===== src/rtl/seg_scan_display.sv =====
// Multiplexed 7-segment scanner: latches a wide value, shows one page-selected
// window of hex digits, and optionally blanks leading zeros.
module seg_scan_display #(
  parameter  int NUM_DIGITS  = 4,
  parameter  int DATA_W      = 64,
  parameter  int REFRESH_DIV = 1024,
  localparam int WIN_W       = 4 * NUM_DIGITS,
  localparam int PAGES       = (DATA_W + WIN_W - 1) / WIN_W,
  localparam int PAGE_W      = (PAGES > 1) ? $clog2(PAGES) : 1
) (
  input  logic                  clk,
  input  logic                  rst,
  input  logic                  load,
  input  logic [DATA_W-1:0]     data,
  input  logic [PAGE_W-1:0]     page,
  input  logic                  blank_lz,
  output logic [6:0]            seg,
  output logic [NUM_DIGITS-1:0] an
);

  localparam int CNT_W = $clog2(REFRESH_DIV);
  localparam int IDX_W = (NUM_DIGITS > 1) ? $clog2(NUM_DIGITS) : 1;

  logic [DATA_W-1:0]      latchQ;
  logic [PAGES*WIN_W-1:0] latchExt;
  logic [CNT_W-1:0]       refCnt;
  logic [IDX_W-1:0]       idx;
  logic                   tick;
  logic [WIN_W-1:0]       window;
  logic                   pageValid;
  logic [3:0]             nib;
  logic                   lzBlank;
  logic [NUM_DIGITS-1:0]  anNext;
  logic [6:0]             segNext;

  function automatic logic [6:0] hexToSeg(input logic [3:0] n);
    case (n)
      4'h0:    hexToSeg = 7'h40;
      4'h1:    hexToSeg = 7'h79;
      4'h2:    hexToSeg = 7'h24;
      4'h3:    hexToSeg = 7'h30;
      4'h4:    hexToSeg = 7'h19;
      4'h5:    hexToSeg = 7'h12;
      4'h6:    hexToSeg = 7'h02;
      4'h7:    hexToSeg = 7'h78;
      4'h8:    hexToSeg = 7'h00;
      4'h9:    hexToSeg = 7'h10;
      4'hA:    hexToSeg = 7'h08;
      4'hB:    hexToSeg = 7'h03;
      4'hC:    hexToSeg = 7'h46;
      4'hD:    hexToSeg = 7'h21;
      4'hE:    hexToSeg = 7'h06;
      default: hexToSeg = 7'h0E;
    endcase
  endfunction

  assign tick = (refCnt == CNT_W'(REFRESH_DIV - 1));

  always_comb begin
    latchExt = '0;
    latchExt[DATA_W-1:0] = latchQ;
  end

  // Page mux by explicit compare so an out-of-range page never indexes past the latch.
  always_comb begin
    window    = '0;
    pageValid = 1'b0;
    for (int unsigned p = 0; p < PAGES; p++) begin
      if (page == PAGE_W'(p)) begin
        window    = latchExt[p*WIN_W +: WIN_W];
        pageValid = 1'b1;
      end
    end
  end

  always_comb begin
    nib     = 4'h0;
    lzBlank = 1'b0;
    anNext  = '1;
    for (int unsigned k = 0; k < NUM_DIGITS; k++) begin
      if (idx == IDX_W'(k)) begin
        nib       = window[k*4 +: 4];
        lzBlank   = blank_lz && (k != 0) && ((window >> (4*k)) == '0);
        anNext[k] = 1'b0;
      end
    end
    segNext = (pageValid && !lzBlank) ? hexToSeg(nib) : 7'h7F;
  end

  always_ff @(posedge clk) begin
    if (rst) begin
      latchQ <= '0;
      refCnt <= '0;
      idx    <= '0;
      an     <= '1;
      seg    <= 7'h7F;
    end else begin
      if (load) latchQ <= data;
      refCnt <= tick ? '0 : refCnt + CNT_W'(1);
      if (tick) idx <= (idx == IDX_W'(NUM_DIGITS - 1)) ? '0 : idx + IDX_W'(1);
      an  <= anNext;
      seg <= segNext;
    end
  end

endmodule


===== config.mk =====
export PLATFORM = sky130hd
export DESIGN_NAME = seg_scan_display
export DESIGN_NICKNAME = d
export VERILOG_FILES = /design/src/rtl/seg_scan_display.sv
export SDC_FILE = /design/constraint.sdc
export NUM_CORES = 1
export LEC_CHECK = 0
export CAP_MARGIN = 10
export CORE_MARGIN = 2
export CORE_UTILIZATION = 55
export CTS_CLUSTER_SIZE = 10
export DETAILED_ROUTE_END_ITERATION = 8
export MAX_ROUTING_LAYER = met4
export PLACE_DENSITY = 0.87
export RECOVER_POWER = 50
export SLEW_MARGIN = 20
export SYNTH_ARGS = -nofsm -noshare
export SYNTH_HDL_FRONTEND = slang
export SYNTH_SLANG_ARGS = --single-unit

===== constraint.sdc =====
create_clock -name clk -period 4.5 [get_ports clk]
set_clock_uncertainty 0.1 [all_clocks]
set_input_delay 0.9 -clock clk [delete_from_list [all_inputs] [get_ports clk]]
set_output_delay 0.9 -clock clk [all_outputs]
set_load 0.005 [all_outputs]

==> results of run 1 <==
cells in the final DEF, fill, tap and decap left out, types with 3 or more instances in the layout:
cell type / instances
nand2_1: 9
xor2_1: 4
inv_1: 11
clkdlybuf4s50_1: 78
nor2_1: 87
xnor2_1: 4
mux4_2: 9
mux2_2: 5
ha_1: 11
mux2i_1: 73
o22ai_1: 4
o21ai_0: 3
a21o_1: 3
dfxtp_1: 87
mux4_1: 3
nand3_1: 5
a22oi_1: 3
clkbuf_8: 10
buf_4: 3
nand2b_1: 7
a21oi_1: 4
clkbuf_1: 5
logic make-up after synthesis:
| kind of cell | count (synthesis) | share of synthesized area |
|---|---|---|
| compound gates | 25 | 0.04454 |
| mux | 90 | 0.2736 |
| buf+inv | 32 | 0.03717 |
| flops | 87 | 0.4460 |
| xor+xnor | 8 | 0.01794 |
| simple gates | 127 | 0.1455 |
| fa+ha+maj | 11 | 0.03524 |
state kept, by name (all words and copies together) (netlist names):
| name | count |
|---|---|
| refCnt | 10 |
| idx | 2 |
| latchExt | 64 |
| an | 4 |
| seg | 7 |
where the power goes:
group          internal (W)  switching [W]  total, W
clock network      0.000272       0.000262  0.000534
logic              0.000152       0.000105  0.000258
registers          0.000817      0.0000236  0.000841
total               0.00124       0.000391   0.00163
routing by layer:
layer,vias up,GRT usage
li1,1459,-
met4,0,0.09366
met5,-,-
met1,1434,0.2848
met2,107,0.4163
met3,19,0.06157
synth_stat cells (2+ instances only):
cell type / n
a211o_1: 2
a21o_1: 3
a21oi_1: 4
a22oi_1: 3
and2_1: 2
buf_1: 2
buf_2: 2
buf_4: 2
buf_6: 2
clkbuf_1: 13
dfxtp_1: 87
ha_1: 11
inv_1: 11
mux2_2: 5
mux2i_1: 73
mux4_1: 3
mux4_2: 9
nand2_1: 9
nand2b_1: 7
nand3_1: 5
nand4_1: 2
nor2_1: 87
nor2b_1: 2
nor4_1: 2
o21ai_0: 3
o22ai_1: 4
or3_1: 2
xnor2_1: 4
xor2_1: 4
layout make-up:
cell class,count,share of cell area
well taps,96,0.02440
clock inverters,3,0.008640
inverters,11,0.008386
clock buffers,13,0.03024
repair buffers,83,0.1647
multi-input cells,261,0.4099
flip-flops and latches,87,0.3537
critical path: cells and delay by family:
kind,cells,cell delay (ps)
and+or+nand+nor,1,390
muxes,1,380
buffers and inverters,2,1020
AOI/OAI and AO/OA,4,1120
metrics by stage:
stage,cell area (um^2),power (W)
2_1_floorplan,3905,0.0009992
3_3_place_gp,4737,0.001105
3_5_place_dp,4737,0.001115
4_1_cts,4928,0.001647
5_1_grt,4923,0.001707
6_report,4923,0.001633
worst max-delay path by stage:
| stage | endpoint | slack (ps) |
|---|---|---|
| floorplan | seg[0] | 1330 |
| detailed placement | seg[0] | 490 |
| finish | seg[0] | 820 |
| global placement | seg[0] | 610 |
| global route | seg[0] | 640 |
| CTS | seg[0] | 860 |
==> qor.txt, run 1 <==
die height -> 88.26 um
Hold EP -> refCnt[0]
CTS tree -> yes
Setup Fix Bufs, Post-CTS -> 0
post-synth top area share -> 0.4460
port buffer count -> 80
Max H-tree Level -> 3
share of layout cells above drive strength 1 -> 0.07424
Pwr Density -> 331.6 mW/mm^2
Place WS -> 486.9 ps
core footprint -> 0.006832 mm^2
Root Driver -> clkbuf_8
r2r endpoint -> seg[5]
hold_buf cts -> 0
post-DP HPWL -> 6.239 mm
global-route wire length before repair -> 14.17 mm
hold path start -> refCnt[0]
initial antenna violation count -> 0
syn avg cell area -> 10.28 um^2
fin util -> 0.7207
asr flop ratio synth -> 0
fillcell total -> 521
Reg clk slew, reported paths -> 80 ps
final worst-path cycle share -> 0.8183
CP Data Required Time -> 4640 ps
placed cell count -> 538
total negative slack -> 0 ps
RSZ-0062 raised after global routing -> no
fin crit period -> 3682 ps
Worst Tran Pin Value -> 1903 ps
Critical Path, Cell by Cell -> clkdlybuf4s50_1 > buf_4 > mux2_2 > a221oi_1 > a31oi_1 > or2_4 > a21o_1 > a31o_1
routed wl met2 -> 4.354 mm
mapped cell area -> 0.003905 mm^2
final setup vio count -> 0
Worst Setup Path Type -> in2reg
worst hold path class -> reg2reg
Multi-input gate area -> 0.002018 mm^2
Setup crit start kind -> primary input
number of warning messages in the yosys log -> 0
Hold Path Cell Cnt -> 1
post-synthesis register bit count -> 87
MaxCap Viol Count -> 1
maximum number of pins on one net before global-route repair -> 65
Clock Path Buffers -> 2
gr ovfl total -> 0
Syn-to-layout area delta -> 26.08%
LEAKAGE -> 2.106 nW
CP endpoint kind -> flop
register area -> 0.001742 mm^2
largest cells by area after synthesis -> dfxtp_1, mux2i_1, nor2_1
Final Worst Setup Slack -> 817.8 ps
n_diodes -> 0
die extent in x -> 88.26 um
CP max stage delay -> 700 ps
Initial DRC Count -> 146
drt pass-1 iters -> 4
max frequency -> 0.2716 GHz
Most used DFF post-synth -> dfxtp_1
Hold Fails Final Rpt -> 0
GPL Wtd Cong -> 0.8803
CTS Buf Count -> 9
GRT Total Usage -> 0.2472
hold_ws -> 367.7 ps
Clock Sinks -> 87
Initial Util -> 0.5716
Unique masters post-synth -> 44
via count of the first global-routing pass -> 3004
die footprint -> 0.007790 mm^2
Post-Layout Cell Count -> 554
violated checks -> max-capacitance violations, max-slew violations
WP data arrival -> 3830 ps
Final nets -> 534
Detailed Route WL -> 8.583 mm
cell taking the most area after synthesis -> dfxtp_1
WL met1 -> 3.508 mm
routed length per instance -> 15.49 um
Top Layer Used -> met4
worst vdd ir -> 0.2405 mV
Reg-to-Reg Start -> idx[1]
number of flops mapped to enable cells by yosys -> 0
# rows -> 30
via-per-instance ratio -> 5.449
DRC viols -> 0
DR vias -> 3019
antenna viol nets, final -> 0
Worst path slowest cell -> clkdlybuf4s50_1
Reg2Reg Setup Slack -> 1680 ps
crit-path max FO -> 15
status -> complete, but fails checks
IO Count -> 81
WL met3 -> 514 um
sequential area share after synthesis -> 0.4460
Slew headroom -> -0.2688
Critical Path Start -> page[0]
Max Transition Viols Final -> 48
Mapped Nets -> 461
worst-skew pair later-pin latency -> 350 ps
Post-Syn Instances -> 380
CTS resizes -> 0
worst-case reg-to-reg path depth -> 8
Power figures use the tool's default switching activity.
==> run 2, diff against run 1 <==
- CORE_UTILIZATION: 55 -> 46
- PLACE_DENSITY: 0.87 -> 0.78
- clock period: 4.5 -> 3.35 ns (I/O delays scaled with it)
==> qor.txt, run 2 (synthesis results as in run 1) <==
worst-skew pair later-pin latency -> 350 ps (about the same)
total negative slack -> 0 ps (unchanged)
port buffer count -> 80 (unchanged)
Setup Fix Bufs, Post-CTS -> 0 (unchanged)
CP Data Required Time -> 3480 ps (-1160 ps)
status -> complete, but fails checks
Clock Path Buffers -> 2 (unchanged)
antenna viol nets, final -> 0 (unchanged)
initial antenna violation count -> 0 (unchanged)
Worst path slowest cell -> clkdlybuf4s50_1
Setup crit start kind -> primary input
die extent in x -> 96.14 um (+8.9%)
gr ovfl total -> 0 (unchanged)
MaxCap Viol Count -> 1 (unchanged)
Place WS -> -17.62 ps (-504.5 ps)
CP max stage delay -> 580 ps (-120 ps)
CP endpoint kind -> flop
GPL Wtd Cong -> 0.8501 (-3.4%)
final worst-path cycle share -> 0.9031
Critical Path, Cell by Cell -> clkdlybuf4s50_1 > buf_12 > mux4_2 > o22ai_1 > a21o_1 > inv_1 > ha_1 > nand2_1 > o22ai_1 > or3_1
core footprint -> 0.008217 mm^2 (+20%)
Max H-tree Level -> 3 (unchanged)
Final Worst Setup Slack -> 324.6 ps (-493.2 ps)
GRT Total Usage -> 0.1994 (-0.04786)
# rows -> 33 (+10%)
Root Driver -> clkbuf_8
share of layout cells above drive strength 1 -> 0.09442 (+0.02018)
IO Count -> 81 (unchanged)
Final nets -> 542 (+1.5%)
Pwr Density -> 442.2 mW/mm^2 (+33%)
DR vias -> 2960 (-2.0%)
max frequency -> 0.3305 GHz
die footprint -> 0.009242 mm^2 (+19%)
Worst Setup Path Type -> in2reg
worst hold path class -> reg2reg
CTS resizes -> 0 (unchanged)
post-DP HPWL -> 6.254 mm (+0.25%)
Initial Util -> 0.4753 (-0.09636)
violated checks -> max-capacitance violations, max-slew violations
hold_ws -> 370.0 ps (+2.329 ps)
WP data arrival -> 3160 ps (-670 ps)
most frequent cell on the critical path -> o22ai_1
hold_buf cts -> 0 (unchanged)
DP Area -> 0.004833 mm^2 (+2.0%)
max FFs per register -> 64 (unchanged)
RSZ-0062 raised after global routing -> no
routed length per instance -> 14.85 um (-4.2%)
fin crit period -> 3025 ps
CTS tree -> yes
drt pass-1 iters -> 4 (unchanged)
Detailed Route WL -> 8.478 mm (-1.2%)
Syn-to-layout area delta -> 28.71%
via-per-instance ratio -> 5.184 (-4.9%)
Max Transition Viols Final -> 65 (+35%)
die height -> 96.14 um (+8.9%)
global-route wire length before repair -> 13.76 mm (-2.9%)
CTS Buf Count -> 9 (unchanged)
design area -> 0.005026 mm^2 (+2.1%)
most frequent cells in the layout -> nor2_1, dfxtp_1, clkdlybuf4s50_1, mux2i_1
LEAKAGE -> 2.157 nW (+2.4%)
Worst Tran Pin Value -> 2053 ps (+149.9 ps)
Slew headroom -> -0.3687 (-0.09993)
via count of the first global-routing pass -> 2886 (-3.9%)
Reg clk slew, reported paths -> 80 ps (about the same)
DRC viols -> 0 (unchanged)
crit-path max FO -> 17 (+2)
Initial DRC Count -> 128 (-12%)
maximum number of pins on one net before global-route repair -> 65 (unchanged)
Hold Fails Final Rpt -> 0 (unchanged)
worst vdd ir -> 0.2632 mV (+9.5%)
Clock Sinks -> 87 (unchanged)
final setup vio count -> 0 (unchanged)
n_diodes -> 0 (unchanged)
-- run 2: cell types whose count changed in the layout (fill, tap and decap cells not counted), moves of 2 or more --
cell and delta:
buf_4 +5, buf_12 +2, clkbuf_1 -2, clkbuf_2 +2
-- run 2: cell type report --
class | instances | area [um^2]
Timing Repair Buffer | 91 | 894.6
Sequential cell | 87 | 1742
Tap cell | 105 | 131.4
Inverter | 11 | 41.29
Fill cell | 694 | 3191
Clock inverter | 4 | 53.80
Multi-Input combinational cell | 261 | 2018
Clock buffer | 12 | 145.1
-- run 2: path summary, 6_finish.rpt --
kind / startpoint / slack (ps) / depth (start not counted) / end
min: refCnt[0] / 370 / 1 / refCnt[0]
max: page[0] / 320 / 10 / seg[5]
min reg2reg: refCnt[0] / 370 / 1 / refCnt[0]
max reg2reg: idx[0] / 710 / 9 / seg[0]
-- run 2: worst max-delay path, delay by kind of cell --
| family | cells | cell delay (ps) |
|---|---|---|
| compound gates | 3 | 460 |
| fa+ha+maj | 1 | 220 |
| buf+inv | 3 | 880 |
| mux | 1 | 530 |
| simple gates | 2 | 390 |
-- run 2: metal layers --
layer | GRT usage | vias up | share of wire
met5 | - | - | 0
met4 | 0.05714 | 0 | 0.012
met3 | 0.04150 | 9 | 0.046
met2 | 0.3449 | 67 | 0.50
met1 | 0.2334 | 1406 | 0.44
li1 | - | 1478 | -
-- run 2: power breakdown --
group / internal (W) / leakage [nW] / switching, W / total, W
logic: 0.000221 / 1.35 / 0.000144 / 0.000366
registers: 0.00110 / 0.718 / 0.0000312 / 0.00113
clock network: 0.000368 / 0.0932 / 0.000360 / 0.000728
total: 0.00169 / 2.16 / 0.000535 / 0.00222
-- run 2: stage by stage --
stage,power (W),instances,utilization
floorplan,0.001342,380,-
detailed placement,0.001516,555,0.5882
global route,0.002318,571,0.6117
finish,0.002223,571,0.6117
CTS,0.002238,571,0.6125
global placement,0.001503,555,0.5882
==> run 3, diff against run 2 <==
- CORE_UTILIZATION: 46 -> 35
- PLACE_DENSITY: 0.78 -> default
- PLACE_DENSITY_LB_ADDON: default -> 0.2
==> qor.txt, run 3 (synthesis results as in run 1) <==
Power, Total -> 0.002374 W (+6.8%)
final worst-path cycle share -> 0.8992 (-0.003867)
crit-path max FO -> 14 (-3)
Detailed Route WL -> 8.770 mm (+3.4%)
via count of the first global-routing pass -> 2939 (+1.8%)
IO Count -> 81 (unchanged)
GR Util met2 -> 0.2672 (-0.07771)
fillcell total -> 1039 (+50%)
Clock Sinks -> 87 (unchanged)
die height -> 109.6 um (+14%)
# rows -> 38 (+15%)
CP endpoint kind -> flop
initial antenna violation count -> 0 (unchanged)
max frequency -> 0.3320 GHz (+0.43%)
met3 Usage GRT -> 0.04209 (+0.0005830)
post-DP HPWL -> 6.464 mm (+3.4%)
via-per-instance ratio -> 4.798 (-7.4%)
n_diodes -> 0 (unchanged)
Multi-input gate area -> 0.002018 mm^2 (unchanged)
max FFs per register -> 64 (unchanged)
CTS resizes -> 0 (unchanged)
worst-skew pair later-pin latency -> 360 ps (about the same)
GPL Wtd Cong -> 0.8054 (-5.3%)
Reg clk slew, reported paths -> 80 ps (about the same)
Setup Fix Bufs, Post-CTS -> 0 (unchanged)
die footprint -> 0.01202 mm^2 (+30%)
CTS tree -> yes
LEAKAGE -> 2.195 nW (+1.8%)
RSZ-0062 raised after global routing -> no
Syn-to-layout area delta -> 31.43%
Setup crit start kind -> primary input
Pwr Density -> 462.5 mW/mm^2 (+4.6%)
port buffer count -> 80 (unchanged)
final setup vio count -> 0 (unchanged)
global-route wire length before repair -> 14.66 mm (+6.6%)
CTS Buf Count -> 9 (unchanged)
die extent in x -> 109.6 um (+14%)
status -> finished clean
Max Transition Viols Final -> 0 (-100%)
Worst Tran Pin Value -> 1448 ps (-604.8 ps)
register area -> 0.001742 mm^2 (unchanged)
worst-case reg-to-reg path depth -> 9 (unchanged)
Worst Setup Path Type -> in2reg
met1 global-route usage -> 0.2038 (-0.02963)
routed length per instance -> 14.42 um (-2.9%)
Root Driver -> clkbuf_8
MaxCap Viol Count -> 0 (-1)
Max H-tree Level -> 3 (unchanged)
Clock Path Buffers -> 2 (unchanged)
Hold Path Cell Cnt -> 1 (unchanged)
worst hold path class -> reg2reg
most frequent cells in the layout -> nor2_1, dfxtp_1, clkdlybuf4s50_1, mux2i_1
worst vdd ir -> 0.2291 mV (-13%)
hold_buf cts -> 0 (unchanged)
Final nets -> 544 (+0.37%)
CP Data Required Time -> 3500 ps (+20 ps)
Initial DRC Count -> 124 (-3.1%)
WP data arrival -> 3160 ps (about the same)
maximum number of pins on one net before global-route repair -> 44 (-32%)
Hold Fails Final Rpt -> 0 (unchanged)
core footprint -> 0.01084 mm^2 (+32%)
GRT Total Usage -> 0.1633 (-0.03607)
Initial Util -> 0.3602 (-0.1150)
antenna viol nets, final -> 0 (unchanged)
Reg2Reg Setup Slack -> 810 ps (+100 ps)
drt pass-1 iters -> 4 (unchanged)
gr ovfl total -> 0 (unchanged)
hold_ws -> 359.4 ps (-10.62 ps)
DRC viols -> 0 (unchanged)
DR vias -> 2917 (-1.5%)
fin crit period -> 3012 ps (-12.95 ps)
share of layout cells above drive strength 1 -> 0.1004 (+0.006007)
global routing's busiest layer -> met2
Slew headroom -> 0.03453 (+0.4032)
run 3: changes by cell type in the layout (fill, tap and decap cells not counted), sizes merged:
cell      change
clkinvlp      -2
buf           +3
clkinv        +2
clkbuf        -3
bufinv        +2
run 3: area by class of cell:
class	instances	share of cell area
flip-flops and latches	87	0.3393
repair buffers	93	0.1777
well taps	140	0.03413
multi-input cells	261	0.3932
inverters	11	0.008045
clock buffers	10	0.02487
clock inverters	6	0.02267
run 3: stage by stage:
stage / TNS, ps / area [um^2] / cells / util / worst slack (ps)
finish: 0 / 5132 / 608 / 0.4735 / 337.5
global route: 0 / 5132 / 608 / 0.4735 / 182.9
CTS: 0 / 5136 / 608 / 0.4738 / 355.2
detailed placement: -24.21 / 4892 / 592 / 0.4513 / -12.43
global placement: 0 / 4892 / 592 / 0.4513 / 24.39
floorplan: 0 / 3905 / 380 / - / 410.8
run 3: power breakdown:
part           switching (W)  leakage [nW]  internal, W
clock network       0.000385         0.121     0.000501
registers          0.0000316         0.718      0.00110
logic               0.000142          1.36     0.000216
total               0.000558          2.19      0.00182
run 3: worst max-delay path, cell delays in order:
cell and delay, ps:
clkdlybuf4s50_1 510, buf_12 160, mux4_2 500, a22oi_1 230, a21o_1 260, inv_1 110
ha_1 220, mux2_2 270, mux2i_1 150, nand2b_1 70
run 3: worst paths after layout:
path,startpoint,to
worst min register to register,refCnt[0],refCnt[0]
worst max register to register,idx[0],seg[0]
worst min-delay path,refCnt[0],refCnt[0]
worst max-delay path,page[1],seg[3]
run 3: layer usage:
metal | vias up | wire length [um]
li1 | 1482 | -
met2 | 63 | 4151
met4 | 0 | 77
met3 | 8 | 416
met5 | - | 0
met1 | 1364 | 4123
